==> config.mk <==
export PLATFORM = sky130hd
export DESIGN_NAME = glitch_scheduler
export DESIGN_NICKNAME = d
export VERILOG_FILES = /design/src/rtl/glitch_scheduler.sv
export SDC_FILE = /design/constraint.sdc
export NUM_CORES = 1
export LEC_CHECK = 0
export CELL_PAD_IN_SITES_DETAIL_PLACEMENT = 1
export CELL_PAD_IN_SITES_GLOBAL_PLACEMENT = 1
export CORE_ASPECT_RATIO = 0.9
export CORE_MARGIN = 3
export CORE_UTILIZATION = 43
export CTS_CLUSTER_DIAMETER = 50
export CTS_CLUSTER_SIZE = 24
export DETAILED_ROUTE_END_ITERATION = 8
export GPL_TIMING_DRIVEN = 0
export PLACE_DENSITY = 0.78
export SKIP_CTS_REPAIR_TIMING = 1
export SLEW_MARGIN = 20
export SYNTH_ARGS = -nofsm -noshare
export SYNTH_HDL_FRONTEND = slang
export SYNTH_SLANG_ARGS = --single-unit
==> constraint.sdc <==
create_clock -name clk -period 2.4 [get_ports clk]
set_input_delay 0.24 -clock clk [delete_from_list [all_inputs] [get_ports clk]]
set_output_delay 0.24 -clock clk [all_outputs]
set_load 0.01 [all_outputs]
==> src/rtl/glitch_scheduler.sv <==
// Fault-injection sequencer: after arming, waits a programmed delay from a synchronised
// trigger edge, then emits a train of glitch-request pulses with programmable width and gap.
module glitch_scheduler #(
  parameter int unsigned CNT_W = 16,
  parameter int unsigned NUM_W = 8
) (
  input  logic             clk,
  input  logic             rst,
  input  logic             arm,
  input  logic             abort,
  input  logic             trig_in,
  input  logic [CNT_W-1:0] cfg_delay,
  input  logic [CNT_W-1:0] cfg_width,
  input  logic [CNT_W-1:0] cfg_gap,
  input  logic [NUM_W-1:0] cfg_count,
  output logic             glitch_o,
  output logic             armed_o,
  output logic             busy_o,
  output logic             done_o,
  output logic [NUM_W-1:0] pulse_idx_o
);

  localparam logic [CNT_W-1:0] CntOne = CNT_W'(1);
  localparam logic [NUM_W-1:0] NumOne = NUM_W'(1);

  typedef enum logic [2:0] {StIdle, StArmed, StDelay, StFire, StGap} state_e;

  state_e           state_q, state_d;
  logic [CNT_W-1:0] cnt_q, cnt_d;
  logic [NUM_W-1:0] idx_q, idx_d;
  logic [CNT_W-1:0] delay_q, delay_d, width_q, width_d, gap_q, gap_d;
  logic [NUM_W-1:0] count_q, count_d;
  logic             s1_q, s2_q, s3_q;
  logic             glitch_q, glitch_d, armed_q, armed_d, busy_q, busy_d, done_q, done_d;
  logic             rise;

  assign rise = s2_q & ~s3_q;

  always_comb begin
    state_d = state_q;
    cnt_d   = cnt_q;
    idx_d   = idx_q;
    delay_d = delay_q;
    width_d = width_q;
    gap_d   = gap_q;
    count_d = count_q;
    done_d  = 1'b0;

    unique case (state_q)
      StIdle: begin
        idx_d = '0;
        if (arm) begin
          state_d = StArmed;
          delay_d = cfg_delay;
          width_d = (cfg_width == '0) ? CntOne : cfg_width;
          gap_d   = (cfg_gap == '0) ? CntOne : cfg_gap;
          count_d = (cfg_count == '0) ? NumOne : cfg_count;
        end
      end
      StArmed: begin
        if (rise) begin
          if (delay_q == '0) begin
            state_d = StFire;
            cnt_d   = width_q;
            idx_d   = idx_q + NumOne;
          end else begin
            state_d = StDelay;
            cnt_d   = delay_q;
          end
        end
      end
      StDelay, StGap: begin
        if (cnt_q == CntOne) begin
          state_d = StFire;
          cnt_d   = width_q;
          idx_d   = idx_q + NumOne;
        end else begin
          cnt_d = cnt_q - CntOne;
        end
      end
      StFire: begin
        if (cnt_q == CntOne) begin
          if (idx_q == count_q) begin
            state_d = StIdle;
            cnt_d   = '0;
            done_d  = 1'b1;
          end else begin
            state_d = StGap;
            cnt_d   = gap_q;
          end
        end else begin
          cnt_d = cnt_q - CntOne;
        end
      end
      default: state_d = StIdle;
    endcase

    // Abort wins over everything; in IDLE it also blocks a coincident arm and config capture.
    if (abort) begin
      state_d = StIdle;
      cnt_d   = '0;
      idx_d   = '0;
      done_d  = 1'b0;
      delay_d = delay_q;
      width_d = width_q;
      gap_d   = gap_q;
      count_d = count_q;
    end

    glitch_d = (state_d == StFire);
    armed_d  = (state_d == StArmed);
    busy_d   = (state_d == StDelay) || (state_d == StFire) || (state_d == StGap);
  end

  always_ff @(posedge clk or negedge rst) begin
    if (!rst) begin
      state_q  <= StIdle;
      cnt_q    <= '0;
      idx_q    <= '0;
      delay_q  <= '0;
      width_q  <= '0;
      gap_q    <= '0;
      count_q  <= '0;
      s1_q     <= 1'b0;
      s2_q     <= 1'b0;
      s3_q     <= 1'b0;
      glitch_q <= 1'b0;
      armed_q  <= 1'b0;
      busy_q   <= 1'b0;
      done_q   <= 1'b0;
    end else begin
      state_q  <= state_d;
      cnt_q    <= cnt_d;
      idx_q    <= idx_d;
      delay_q  <= delay_d;
      width_q  <= width_d;
      gap_q    <= gap_d;
      count_q  <= count_d;
      s1_q     <= trig_in;
      s2_q     <= s1_q;
      s3_q     <= s2_q;
      glitch_q <= glitch_d;
      armed_q  <= armed_d;
      busy_q   <= busy_d;
      done_q   <= done_d;
    end
  end

  assign glitch_o    = glitch_q;
  assign armed_o     = armed_q;
  assign busy_o      = busy_q;
  assign done_o      = done_q;
  assign pulse_idx_o = idx_q;

endmodule
Yosys cells after proc, flatten, opt, wreduce, memory -nomap -nowiden
Cells that the tools add are included.

Memory bits (writable): 0. Word-level logic and storage cells: 72. Output and inout bits: 12. ROM bits: 0. Bits in registers: 90. Memories: 0. Latch bits: 0.

Multiplexer cells: 27. Div/mod/pow operators: 0. Reductions and logical operators: 13. $mul: 0. Shift operators: 0. $lt $le $gt $ge: 0. Bitwise gates (word level): 3. Add/sub/neg operators: 2. Eq/ne operators: 13.

Operators by type and width (count): $mux W16 (8); $logic_not A16 Y1 (3); $pmux W16 S3 (1); $mux W8 (5); $pmux W8 S3 (1); $mux W3 (6); $eq A16 B1 Y1 const B (1); $sub A16 B1 Y16 const B (1); $eq A3 B2 Y1 const B (4); $pmux W3 S4 (1); $ne A3 B3 Y1 const B (3); $add A8 B1 Y8 const B (1); $eq A8 B8 Y1 (1); $logic_not A8 Y1 (1); $reduce_bool A4 Y1 (2); $eq A3 B1 Y1 const B (2); $eq A3 B3 Y1 const B (2); $mux W1 (5); $reduce_and A4 Y1 (1); $logic_not A3 Y1 (1); $reduce_and A3 Y1 (1); $logic_or A1 B1 Y1 (2); $not A1 Y1 (2); $reduce_and A2 Y1 (1); 2 further kinds (2).

Logic depth before layout (Yosys ltp)
Depth after elaboration: 8. Mapped depth: 9. Gate-level depth less buffers: 7.

Worst setup path before layout
Ideal clock, no wire load.

Path type: register to register. Start: register cnt_q[1]. End: register cnt_q[0]. Stages on the path, launching flop included: 10. Period minus slack after synthesis: 1.937 ns. Arrival: 1.786 ns. Buffers on the path: 2. Slack: 0.463 ns. Path through: dfrtp_1 inv_1 ha_1 nor2b_1 and4_4 buf_6 a32o_1 buf_6 a222oi_1 a221oi_1.

Longest elaborated chain between the ends: 4. Elaborated cells on any way between the ends: 5. Those cells by class: eq/ne: 1; mux: 4.

RTL lines: from (decl) (RTL line 29) `logic [CNT_W-1:0] cnt_q, cnt_d;`; from (signal assigned) (RTL line 133) `cnt_q <= cnt_d;`; $eq A16 B1 Y1 (*) (RTL line 73, 82); $mux W16 (on tied branches) (RTL line 82, 73); $pmux W16 S3 (*) (RTL line 49) `unique case (state_q)`; $mux W16 (*) (RTL line 99) `if (abort) begin`.

Every way passes the cells marked *; elsewhere a longest branch is shown, timed or not. A chain may end at the register's enable or synchronous reset.

Final worst setup path
Start: register cnt_q[1]. End: register armed_q (netlist: armed_o).

Longest elaborated chain between the ends: 5. Elaborated cells on any way between the ends: 6. Those cells by class: eq/ne: 2; mux: 4.

RTL lines: $eq A16 B1 Y1 (*) (RTL line 73, 82); $mux W3 (on tied branches) (RTL line 82, 73); $pmux W3 S4 (*) (RTL line 49); $mux W3 (*) (RTL line 99); $eq A3 B1 Y1 (*) (RTL line 111) `armed_d = (state_d == StArmed);`; named net armed_d (RTL line 34) `logic glitch_q, glitch_d, armed_q, armed_d, busy_q, busy_d, done_q, done_d;`; to (signal assigned) (RTL line 143) `armed_q <= armed_d;`; to (decl) (RTL line 34).

Mark *: on every way through the listed nets, which the timed path passes. The rest lies on a longest branch.

==> impl_metrics.json <==
{
  "hold_viol_final": 0,
  "synth_commonest_cells": "90 x dfrtp_1, 52 x mux2_1, 23 x a21oi_1",
  "synth.most_common_cell": "dfrtp_1",
  "fmax_mhz": 432,
  "synth_nets": 480,
  "cts.htree.levels": 3,
  "cts.path.max_buffers": 2,
  "worst_pin_slew_ns": 0.737,
  "wire_per_inst_um": 22.0,
  "synth.top_cell.area_share": 0.465,
  "vias": 3956,
  "p_leak_uw": 0.00252,
  "design_area_sq_um": 6200,
  "placementRows": 36,
  "yosys.area.top_type": "dfrtp_1",
  "cts_sinks": 90,
  "core_area_sq_um": 10900,
  "die_w_um": 118,
  "reg2regPathDepth": 8,
  "first_global_vias": 4154,
  "hold-worst-slack_ns": 0.306,
  "drv_slew": 0,
  "path_cells": "inv_1, ha_1, nor2b_1, and4_4, buf_6, nand2_1, a2111oi_4, nor3_1",
  "synth-edff-count": 0,
  "ir_worst_vdd_v": 0.000509,
  "io_pins": 73,
  "finalCritPeriodShare": 0.964,
  "insertion_delay_ns": 0.35,
  "synth.cell_area_sq_um": 4850,
  "cts_buffers": 9,
  "cp_max_fo": 10,
  "tns_ns": 0,
  "start_kind": "flip-flop",
  "synth_area_leaders": "dfrtp_1 46%, mux2_1 12%, a21oi_1 2.4%",
  "die_h_um": 107,
  "antenna_left": 0,
  "synth_cells": 416,
  "setup_slack_ns": 0.0873,
  "synth-seq-cells": 90,
  "endpoint_kind": "flip-flop",
  "finalSetupViolCount": 0,
  "finalWeightedCongestion": 0.944,
  "drive_gt1_frac": 0.143,
  "fill_cells": 1172,
  "overflow": 0,
  "cp.arrival_ns": 2.52,
  "viasPerCell": 5.96,
  "dieArea_sq_um": 12600,
  "antenna_found_initial": 1,
  "hp-class": "in -> async",
  "ys_seq_area_frac": 0.465,
  "cap_violations": 0,
  "place_hpwl_mm": 10.8,
  "slew_headroom": 0.506,
  "yosysUniqueCellTypes": 68,
  "grt_first_pass_wirelength_mm": 23.5,
  "start_util": 0.445,
  "crit_slowest_cell": "a2111oi_4",
  "synthArstFlopShare": 1.00,
  "cts_tree": "built",
  "rrSetupSlack_ns": 0.09,
  "path_buf_inv": 2,
  "power_density_nw_per_um2": 740,
  "r2r_start": "cnt_q[1]",
  "power_uw": 4580,
  "ctsRootBufferMaster": "clkbuf_16",
  "critPathRequiredTime_ns": 2.61,
  "ys.flop_type": "dfrtp_1",
  "regToRegEndpoint": "armed_o",
  "clkSlewWorstSetupHoldPaths_ns": 0.07,
  "path_class": "reg -> reg",
  "port_buffers": 71,
  "critical-path-top-delay-family": "simple AND/OR/NAND/NOR gates",
  "drt_wl_total_mm": 14.6,
  "first_iter_violations": 313,
  "fin_crit_ns": 2.31,
  "cpPeakStageDelay_ns": 0.47,
  "drc": 0,
  "pre_cts_ws_ns": -0.00974,
  "outcome": "finished clean",
  "grt_use_total": 0.243,
  "rsz0062_at_grt": "yes",
  "nets": 572,
  "area_growth_pct": 27.8,
  "antenna_cells": 0,
  "grt_max_degree": 71,
  "placed_area_sq_um": 5780,
  "dr.pass1.iters": 5,
  "synth_warnings": 0,
  "finClkSkew_ns": 0.00945,
  "syn_area_per_cell_sq_um": 11.7
}
-- registers in the layout (all words and copies together), names as in the netlist --
| register | count |
|---|---|
| armed_o | 1 |
| count_q | 8 |
| busy_o | 1 |
| pulse_idx_o | 8 |
| glitch_o | 1 |
| delay_q | 16 |
| done_o | 1 |
| gap_q | 16 |
| s3_q | 1 |
| cnt_q | 16 |
| state_q | 3 |
| s1_q | 1 |
| s2_q | 1 |
| width_q | 16 |
-- logic make-up (layout without fill, tap and decap cells) --
kind of cell / after synthesis / count (layout) / share of synthesized area
simple gates: 110 / 110 / 0.148
compound gates: 109 / 109 / 0.174
flops: 90 / 90 / 0.465
mux: 54 / 54 / 0.125
buf+inv: 33 / 129 / 0.0503
xor+xnor: 17 / 17 / 0.0307
fa+ha+maj: 3 / 3 / 0.00774
-- per-stage QoR --
step                      utilization  cells
after global routing            0.569    664
after CTS                       0.560    655
after global placement          0.527    639
after detailed placement        0.530    640
after floorplan                     -    416
final                           0.569    664
-- worst max path at each step --
stage	depth (start not counted)	startpoint	endpoint
floorplan	9	cnt_q[1]	cnt_q[0]
global placement	1	rst	count_q[2]
detailed placement	6	delay_q[3]	pulse_idx_o[7]
CTS	6	delay_q[3]	pulse_idx_o[7]
global route	8	cnt_q[1]	cnt_q[14]
finish	8	cnt_q[1]	armed_o
-- report_power, final --
part           switching (uW)  internal (uW)
combinational             505            509
clock                     612            942
sequential                250           1770
total                    1370           3220
-- cells in the final DEF, fill, tap and decap left out, types with 5 or more instances in the layout --
cell / Yosys / routed
clkdlybuf4s50_1: 0 / 70
xnor2_1: 5 / 5
nor4_1: 14 / 13
a32oi_1: 6 / 6
nand3_1: 9 / 8
inv_1: 11 / 11
nand2b_1: 6 / 6
o2bb2ai_1: 6 / 6
o21ai_1: 6 / 6
a21oi_1: 23 / 23
o211ai_1: 8 / 8
buf_4: 6 / 14
clkbuf_8: 4 / 5
a221oi_1: 13 / 13
nor3_1: 8 / 8
nor2_1: 16 / 16
clkbuf_16: 0 / 9
nand2_1: 15 / 15
dfrtp_1: 90 / 90
xor2_1: 12 / 12
buf_6: 7 / 8
o21ai_0: 6 / 6
and3_1: 5 / 5
a222oi_1: 5 / 5
mux2_1: 52 / 52
-- routing by layer --
| metal | vias to the layer above | GRT usage | routed length [um] | part of all wire |
|---|---|---|---|---|
| met5 | - | 0 | 0 | 0 |
| met4 | 0 | 0.0703 | 282 | 0.019 |
| met3 | 23 | 0.0527 | 974 | 0.067 |
| met2 | 136 | 0.380 | 6770 | 0.46 |
| met1 | 2008 | 0.342 | 6590 | 0.45 |
| li1 | 1789 | - | - | - |
-- cell type report --
cell class	count	area, sq um	share of cell area
Clock inverter	5	86.3	0.0139
Buffer	22	203	0.0327
Timing Repair Buffer	81	810	0.131
Multi-Input combinational cell	293	2380	0.384
Clock buffer	10	239	0.0386
Inverter	11	41.3	0.00666
Tap cell	152	190	0.0307
Sequential cell	90	2250	0.363
No activity file was read; power rests on OpenSTA's default activity.
